**config.mk**
```make
export PLATFORM = sky130hd
export DESIGN_NAME = tetris_input
export DESIGN_NICKNAME = d
export VERILOG_FILES = /design/src/rtl/tetris_pkg.sv /design/src/rtl/tetris_debounce.sv /design/src/rtl/tetris_input.sv
export SDC_FILE = /design/constraint.sdc
export NUM_CORES = 1
export LEC_CHECK = 0
export CORE_AREA = 2 2 126 79
export DETAILED_ROUTE_END_ITERATION = 6
export DIE_AREA = 0 0 128 81
export MAX_ROUTING_LAYER = met4
export PLACE_DENSITY = 0.84
export SLEW_MARGIN = 20
export SYNTH_ARGS = -nofsm -noshare
export SYNTH_HDL_FRONTEND = slang
export SYNTH_SLANG_ARGS = --single-unit
export TNS_END_PERCENT = 10
```
**constraint.sdc**
```tcl
create_clock -name clk -period 3.6 [get_ports clk]
set_input_delay 0.72 -clock clk [delete_from_list [all_inputs] [get_ports clk]]
set_output_delay 0.72 -clock clk [all_outputs]
set_load 0.02 [all_outputs]
```
**src/rtl/tetris_pkg.sv**
```systemverilog
// rtl/tetris_pkg.sv - shared encodings and default timing for the Tetris button front end
package tetris_pkg;

    // Per-button FSM states. Without TETRIS_AUTOREPEAT_EN, DELAY is reused as
    // the plain "pressed, waiting for release" state and REPEAT is never entered.
    typedef enum logic [1:0] {
        IDLE   = 2'd0,
        DELAY  = 2'd1,
        REPEAT = 2'd2
    } btn_state_t;

    localparam int BTN_L = 0;
    localparam int BTN_R = 1;
    localparam int BTN_D = 2;
    localparam int BTN_S = 3;

    localparam int DEF_DEBOUNCE_CYCLES = 1_000_000;
    localparam int DEF_REPEAT_DELAY    = 25_000_000;
    localparam int DEF_REPEAT_RATE     = 8_000_000;
    localparam int DEF_CNT_W           = 25;

endpackage

```
**src/rtl/tetris_debounce.sv**
```systemverilog
// rtl/tetris_debounce.sv - two-flop synchroniser plus debounce counter for one button
//
// Ports:
//   clk  - system clock
//   rst  - synchronous reset, active-high
//   raw  - asynchronous button input
//   deb  - debounced level; changes only after DEBOUNCE_CYCLES consecutive
//          synchronised cycles that disagree with it
module tetris_debounce #(
    parameter int DEBOUNCE_CYCLES = 1_000_000,
    parameter int CNT_W           = 25
) (
    input  logic clk,
    input  logic rst,
    input  logic raw,
    output logic deb
);

    localparam logic [CNT_W-1:0] CNT_LAST = CNT_W'(DEBOUNCE_CYCLES - 1);

    logic             meta;
    logic             sync;
    logic [CNT_W-1:0] cnt;

    always_ff @(posedge clk) begin
        if (rst) begin
            meta <= 1'b0;
            sync <= 1'b0;
            deb  <= 1'b0;
            cnt  <= '0;
        end else begin
            meta <= raw;
            sync <= meta;
            if (sync == deb) begin
                cnt <= '0;
            end else if (cnt == CNT_LAST) begin
                deb <= ~deb;
                cnt <= '0;
            end else if (cnt != '1) begin
                // saturate rather than wrap
                cnt <= cnt + 1'b1;
            end
        end
    end

endmodule

```
**src/rtl/tetris_input.sv**
```systemverilog
// rtl/tetris_input.sv - debounced, edge-detected (optionally auto-repeating) Tetris buttons
//
// Optional feature macro: TETRIS_AUTOREPEAT_EN (auto-repeat on held L/R/D).
//
// Ports:
//   clk, rst                 - clock and synchronous active-high reset
//   btnL, btnR, btnD, btnS   - raw asynchronous buttons
//   mv_left, mv_right,
//   mv_down, rotate          - registered single-cycle command pulses
//   held[3:0]                - debounced levels {S,D,R,L}
module tetris_input
    import tetris_pkg::*;
#(
    parameter int DEBOUNCE_CYCLES = DEF_DEBOUNCE_CYCLES,
    parameter int REPEAT_DELAY    = DEF_REPEAT_DELAY,
    parameter int REPEAT_RATE     = DEF_REPEAT_RATE,
    parameter int CNT_W           = DEF_CNT_W
) (
    input  logic       clk,
    input  logic       rst,
    input  logic       btnL,
    input  logic       btnR,
    input  logic       btnD,
    input  logic       btnS,
    output logic       mv_left,
    output logic       mv_right,
    output logic       mv_down,
    output logic       rotate,
    output logic [3:0] held
);

    localparam int MAX_A   = (DEBOUNCE_CYCLES > REPEAT_DELAY) ? DEBOUNCE_CYCLES : REPEAT_DELAY;
    localparam int MAX_CNT = (MAX_A > REPEAT_RATE) ? MAX_A : REPEAT_RATE;

    if (DEBOUNCE_CYCLES < 2) begin : g_chk_debounce
        $error("tetris_input: DEBOUNCE_CYCLES must be at least 2");
    end
    if (CNT_W < $clog2(MAX_CNT + 1)) begin : g_chk_width
        $error("tetris_input: CNT_W too narrow for timing parameters");
    end

    logic [3:0] raw;
    logic [3:0] deb;

    assign raw  = {btnS, btnD, btnR, btnL};
    assign held = deb;

    for (genvar g = 0; g < 4; g++) begin : g_btn
        tetris_debounce #(
            .DEBOUNCE_CYCLES(DEBOUNCE_CYCLES),
            .CNT_W          (CNT_W)
        ) u_debounce (
            .clk(clk),
            .rst(rst),
            .raw(raw[g]),
            .deb(deb[g])
        );
    end

    // Both horizontal directions held: neither may move, and both FSMs
    // (including their repeat counters) hold still until one is released.
    logic freeze;
    assign freeze = deb[BTN_L] & deb[BTN_R];

    btn_state_t mv_q [3];
    btn_state_t mv_d [3];
    btn_state_t rot_q;
    btn_state_t rot_d;
    logic [2:0] mv_pulse;
    logic       rot_pulse;

`ifdef TETRIS_AUTOREPEAT_EN
    localparam logic [CNT_W-1:0] DELAY_LAST = CNT_W'(REPEAT_DELAY - 1);
    localparam logic [CNT_W-1:0] RATE_LAST  = CNT_W'(REPEAT_RATE - 1);

    logic [CNT_W-1:0] rcnt_q [3];
    logic [CNT_W-1:0] rcnt_d [3];
`endif

    always_comb begin
        for (int i = 0; i < 3; i++) begin
            mv_d[i]     = mv_q[i];
            mv_pulse[i] = 1'b0;
`ifdef TETRIS_AUTOREPEAT_EN
            rcnt_d[i]   = rcnt_q[i];
`endif
            if (!(freeze && (i == BTN_L || i == BTN_R))) begin
                case (mv_q[i])
                    IDLE: begin
                        if (deb[i]) begin
                            mv_pulse[i] = 1'b1;
                            mv_d[i]     = DELAY;
`ifdef TETRIS_AUTOREPEAT_EN
                            rcnt_d[i]   = '0;
`endif
                        end
                    end
`ifdef TETRIS_AUTOREPEAT_EN
                    DELAY: begin
                        if (!deb[i]) begin
                            mv_d[i] = IDLE;
                        end else if (rcnt_q[i] == DELAY_LAST) begin
                            mv_pulse[i] = 1'b1;
                            rcnt_d[i]   = '0;
                            mv_d[i]     = REPEAT;
                        end else if (rcnt_q[i] != '1) begin
                            rcnt_d[i] = rcnt_q[i] + 1'b1;
                        end
                    end
                    REPEAT: begin
                        if (!deb[i]) begin
                            mv_d[i] = IDLE;
                        end else if (rcnt_q[i] == RATE_LAST) begin
                            mv_pulse[i] = 1'b1;
                            rcnt_d[i]   = '0;
                        end else if (rcnt_q[i] != '1) begin
                            rcnt_d[i] = rcnt_q[i] + 1'b1;
                        end
                    end
                    default: mv_d[i] = IDLE;
`else
                    default: begin
                        if (!deb[i]) mv_d[i] = IDLE;
                    end
`endif
                endcase
            end
        end

        // rotate/start is edge-only in every build
        rot_d     = rot_q;
        rot_pulse = 1'b0;
        if (rot_q == IDLE) begin
            if (deb[BTN_S]) begin
                rot_pulse = 1'b1;
                rot_d     = DELAY;
            end
        end else if (!deb[BTN_S]) begin
            rot_d = IDLE;
        end
    end

    always_ff @(posedge clk) begin
        if (rst) begin
            for (int i = 0; i < 3; i++) begin
                mv_q[i]   <= IDLE;
`ifdef TETRIS_AUTOREPEAT_EN
                rcnt_q[i] <= '0;
`endif
            end
            rot_q    <= IDLE;
            mv_left  <= 1'b0;
            mv_right <= 1'b0;
            mv_down  <= 1'b0;
            rotate   <= 1'b0;
        end else begin
            for (int i = 0; i < 3; i++) begin
                mv_q[i]   <= mv_d[i];
`ifdef TETRIS_AUTOREPEAT_EN
                rcnt_q[i] <= rcnt_d[i];
`endif
            end
            rot_q    <= rot_d;
            mv_left  <= mv_pulse[BTN_L];
            mv_right <= mv_pulse[BTN_R];
            mv_down  <= mv_pulse[BTN_D];
            rotate   <= rot_pulse;
        end
    end

endmodule
```
==> impl_summary.txt <==
----------------------------------------------------
[Die]
  Initial core utilization ... 62.2%
  Die outline width ... 128 microns
  Number of cell rows ... 28
  Die Span Y ... 81 microns
  Total core area ... 9390 sq um
  I/O pin count ... 14
  Area enclosed by the die boundary ... 10400 sq um

[Final layout]
  Area delta synth->final ... 13.6%
  Final Util ... 70.6%
  Area of the multi-input gates ... between 3000 and 4000 sq um
  Sequential cell area in the final layout ... 2400 sq um
  Net total in the final layout ... 695
  Fillcell total ... approximately 700
  Antenna diode instance count ... 0
  Fraction of layout instances using a drive strength above 1 ... 8.45%

[Route]
  Routed length on met1 ... 6350 microns
  Total routed wirelength ... 13500 microns
  Average detailed-routed wire length per instance ... 16.6 microns
  Detailed-route via count ... 5129
  Vias per cell ... about 6.3
  Top routing layer in use ... met4
  Routed wire length on met3 ... 929 microns
  First-pass iteration count of the detailed router ... 6
  Final antenna-violating net count ... 0
  Detailed-routed wire length on met2 ... 6170 microns
  # DRC ... 0
  Violation count after the first detailed-routing iteration ... 627

[Place]
  Final GP Congestion ... 0.977
  Worst Setup Slack post-DPL ... 0.900 ns
  HPWL Detailed ... between 8000 and 9000 microns
  Number of port buffers ... 13

[STA]
  Final worst path period share ... 73.1%
  Layout Skew ... 0.00957 ns
  Max-slew violation total from the final report ... 0
  Measured slew at the worst slew-check pin ... 1.01 ns
  Max frequency ... approximately 380 MHz
  Total Neg Setup Slack ... 0 ns
  Final number of hold-violating endpoints ... 0
  Count of endpoints failing setup in the final report ... 0
  Shortest period the worst path allows ... 2.63 ns
  RSZ-0062 raised after global routing ... no
  Worst-case setup margin in the final layout ... 0.969 ns
  Relative slew slack ... 32.1%

[Critical path]
  Largest delay share family, worst path ... simple AND/OR/NAND/NOR gates
  Setup CP Type ... reg -> reg
  Number of buffer and inverter stages on the critical path ... 1
  Critical path capture point type ... flop
  Critical path startpoint category ... flop
  Crit path cell chain ... ha_1 > inv_1 > nor4_1 > nand4_1 > nand2_1 > nor3_1
  Data arrival, critical path ... 2.89 ns
  Crit-path slowest cell ... sky130_fd_sc_hd__nand2_1
  Worst-path maximum fanout ... 25
  Slowest Stage Delay on Critical Path ... 0.67 ns
  Data required time at the worst endpoint ... 3.86 ns

[Status]
  Run status ... finished clean

[CTS]
  CTS tree ... built
  Number of buffers on the longest clock path ... 2
  Clk root buf ... sky130_fd_sc_hd__clkbuf_16
  H-Tree Level Count ... 4
  Clock sink count ... 120
  Buffers inserted during post-CTS setup optimization ... 0
  CTS resizes ... 0
  TritonCTS Buffers ... 17
  CTS clock-pin slew for the worst setup and hold paths ... 0.06 ns
  Hold buffer count at CTS ... 0
  Insertion delay of the later-clocked pin in the worst-skew pair ... 0.42 ns

[Yosys]
  Share of synthesized area occupied by flip-flops and latches ... 41.2%
  Area of the mapped netlist ... 5840 sq um
  Distinct cells, synth ... 59
  Number of enable flip-flop cells after synthesis ... 0
  Simple-gate area share of the yosys netlist ... 29.5%
  Adder-Cell Fraction of Synth Area ... less than 1%
  Average cell area after synthesis ... 8.58 sq um
  Combinational family with the most area after synthesis ... simple AND/OR/NAND/NOR gates
  Total of warnings raised by yosys ... 0
  Async set or reset register ratio after synthesis ... 0%
  Post-synth net total ... 690
  Fraction of the mapped netlist area in compound gates ... between 10% and 20%
  Cells after Synth ... 680
  Share of synthesized area spent on multiplexers ... 1.20%
  XOR/XNOR Fraction of Synth Area ... a little over a tenth
  #FFs+latches synth ... 120
  Prevailing post-synth register cell ... sky130_fd_sc_hd__dfxtp_1

[GRT]
  Vias in the first global route ... 4770
  Global-route wire length before repair ... 23200 microns
  GR Util All Layers ... 29.0%
  Largest net degree at the start of global routing ... 26
  Antenna violations before repair ... 0
  Residual overflow from global routing ... 0

[Flow run]
  MaxCap Viol Count ... 0

[Pwr]
  Total power divided by cell area ... 470 nW/um^2
  Static leakage ... 0.00199 uW
  Total power ... 3120 uW
  Worst vdd ir ... 377 uV

[Worst hold path]
  Tightest Hold Check Type ... reg -> reg

----------------------------------------------------
-- cell type report --
cell class	count	share of cell area, %
Clock buffer	18	6.62
Clock inverter	14	2.62
Inverter	13	0.736
Multi-Input combinational cell	513	48.8
Sequential cell	120	36.2
Tap cell	120	2.26
Timing Repair Buffer	20	2.75
-- sequential cells by signal, indices dropped and copies added (netlist names) --
name	cells
g_btn.u_debounce.deb	4
mv_left	1
mv_q	3
rot_q	1
mv_down	1
rotate	1
g_btn.u_debounce.sync	4
mv_right	1
g_btn.u_debounce.cnt	100
g_btn.u_debounce.meta	4
-- where the power goes --
part	internal [uW]	switching, uW	total, uW
registers	1330	3.30	1340
logic	11.9	16.5	28.4
clock network	1110	644	1750
-- cells by family (layout without fill, tap and decap cells) --
logic type / after synthesis / in the layout
simple gates: 318 / 318
flops: 120 / 120
compound gates: 113 / 113
xor+xnor: 71 / 71
buf+inv: 47 / 65
mux: 7 / 7
fa+ha+maj: 4 / 4
-- worst reg2reg max path, delay by kind of cell, from the launching register on --
family | cells | cell delay (ns)
and+or+nand+nor | 4 | 1.55
DFF | 1 | 0.42
adders and majority gates | 1 | 0.40
buffers and inverters | 1 | 0.11
-- cells in the final DEF, fill, tap and decap left out, types with 3 or more instances in the layout --
cell / instances
sky130_fd_sc_hd__dfxtp_1: 120
sky130_fd_sc_hd__nor2_1: 98
sky130_fd_sc_hd__xnor2_1: 50
sky130_fd_sc_hd__nand2_1: 43
sky130_fd_sc_hd__a21oi_1: 43
sky130_fd_sc_hd__nand3_1: 34
sky130_fd_sc_hd__nand4_1: 32
sky130_fd_sc_hd__xor2_1: 21
sky130_fd_sc_hd__clkbuf_16: 17
sky130_fd_sc_hd__nor3_1: 16
sky130_fd_sc_hd__a211oi_1: 14
sky130_fd_sc_hd__nor2b_1: 14
sky130_fd_sc_hd__inv_1: 13
sky130_fd_sc_hd__clkdlybuf4s50_1: 13
sky130_fd_sc_hd__or3_1: 11
sky130_fd_sc_hd__o21ai_0: 11
sky130_fd_sc_hd__nor4_1: 10
sky130_fd_sc_hd__and3_1: 10
sky130_fd_sc_hd__and4_1: 8
sky130_fd_sc_hd__or4_1: 8
sky130_fd_sc_hd__o211ai_1: 8
sky130_fd_sc_hd__mux2i_1: 7
sky130_fd_sc_hd__buf_4: 7
sky130_fd_sc_hd__o31ai_1: 6
sky130_fd_sc_hd__a2111oi_0: 5
sky130_fd_sc_hd__a31oi_1: 5
sky130_fd_sc_hd__and2_1: 5
sky130_fd_sc_hd__o2111ai_1: 5
sky130_fd_sc_hd__ha_1: 4
sky130_fd_sc_hd__clkinvlp_4: 4
sky130_fd_sc_hd__clkinv_4: 4
sky130_fd_sc_hd__nand4_2: 3
sky130_fd_sc_hd__nor4b_1: 3
sky130_fd_sc_hd__o21a_1: 3
sky130_fd_sc_hd__bufinv_16: 3
-- stage by stage --
stage / instance area (sq um) / instances / hold WS (ns)
6_report: 6630 / 818 / 0.382
5_1_grt: 6630 / 818 / 0.398
4_1_cts: 6630 / 818 / 0.388
3_5_place_dp: 6020 / 786 / 0.381
3_3_place_gp: 6020 / 786 / 0.374
2_1_floorplan: 5840 / 680 / 0.367
-- routing by layer --
metal | vias to the layer above | global-route usage [%]
met5 | - | -
met3 | 16 | 9.03
li1 | 2474 | -
met4 | 0 | 6.26
met2 | 196 | 43.9
met1 | 2443 | 38.4
-- synthesized netlist by cell type (all sizes together) (3+ instances only) --
cell type | number | area share, %
nor4b | 4 | 0.71
ha | 4 | 0.86
buf | 21 | 2.0
nor2b | 14 | 1.5
and2 | 5 | 0.54
nand2 | 43 | 2.8
o21a | 3 | 0.39
or2 | 4 | 0.43
inv | 13 | 0.84
o2111ai | 5 | 0.75
a21oi | 43 | 3.7
xor2 | 21 | 3.2
or3 | 12 | 1.4
a2111oi | 7 | 1.5
nor4 | 13 | 2.0
a211oi | 14 | 1.8
nor3 | 17 | 1.5
and4 | 9 | 1.4
or4 | 11 | 1.6
a31oi | 5 | 0.54
nand3 | 34 | 2.9
nand4 | 35 | 4.1
xnor2 | 50 | 7.5
nor2 | 98 | 6.3
dfxtp | 120 | 41
clkbuf | 13 | 0.86
o21ai | 11 | 0.94
nor4bb | 3 | 0.51
o211ai | 8 | 1.0
mux2i | 7 | 1.2
o31ai | 8 | 1.0
and3 | 10 | 1.1
-- path summary, 6_finish.rpt --
check / start / cells after the start / endpoint / slack [ns]
hold reg to reg: mv_q[0][4] / 1 / mv_down / 0.38
setup reg to reg: g_btn[3].u_debounce.cnt[0] / 6 / g_btn[3].u_debounce.cnt[6] / 0.97
setup / recovery: g_btn[3].u_debounce.cnt[0] / 6 / g_btn[3].u_debounce.cnt[6] / 0.97
hold / removal: mv_q[0][4] / 1 / mv_down / 0.38
Note: power is estimated with default switching activity, not from simulation.
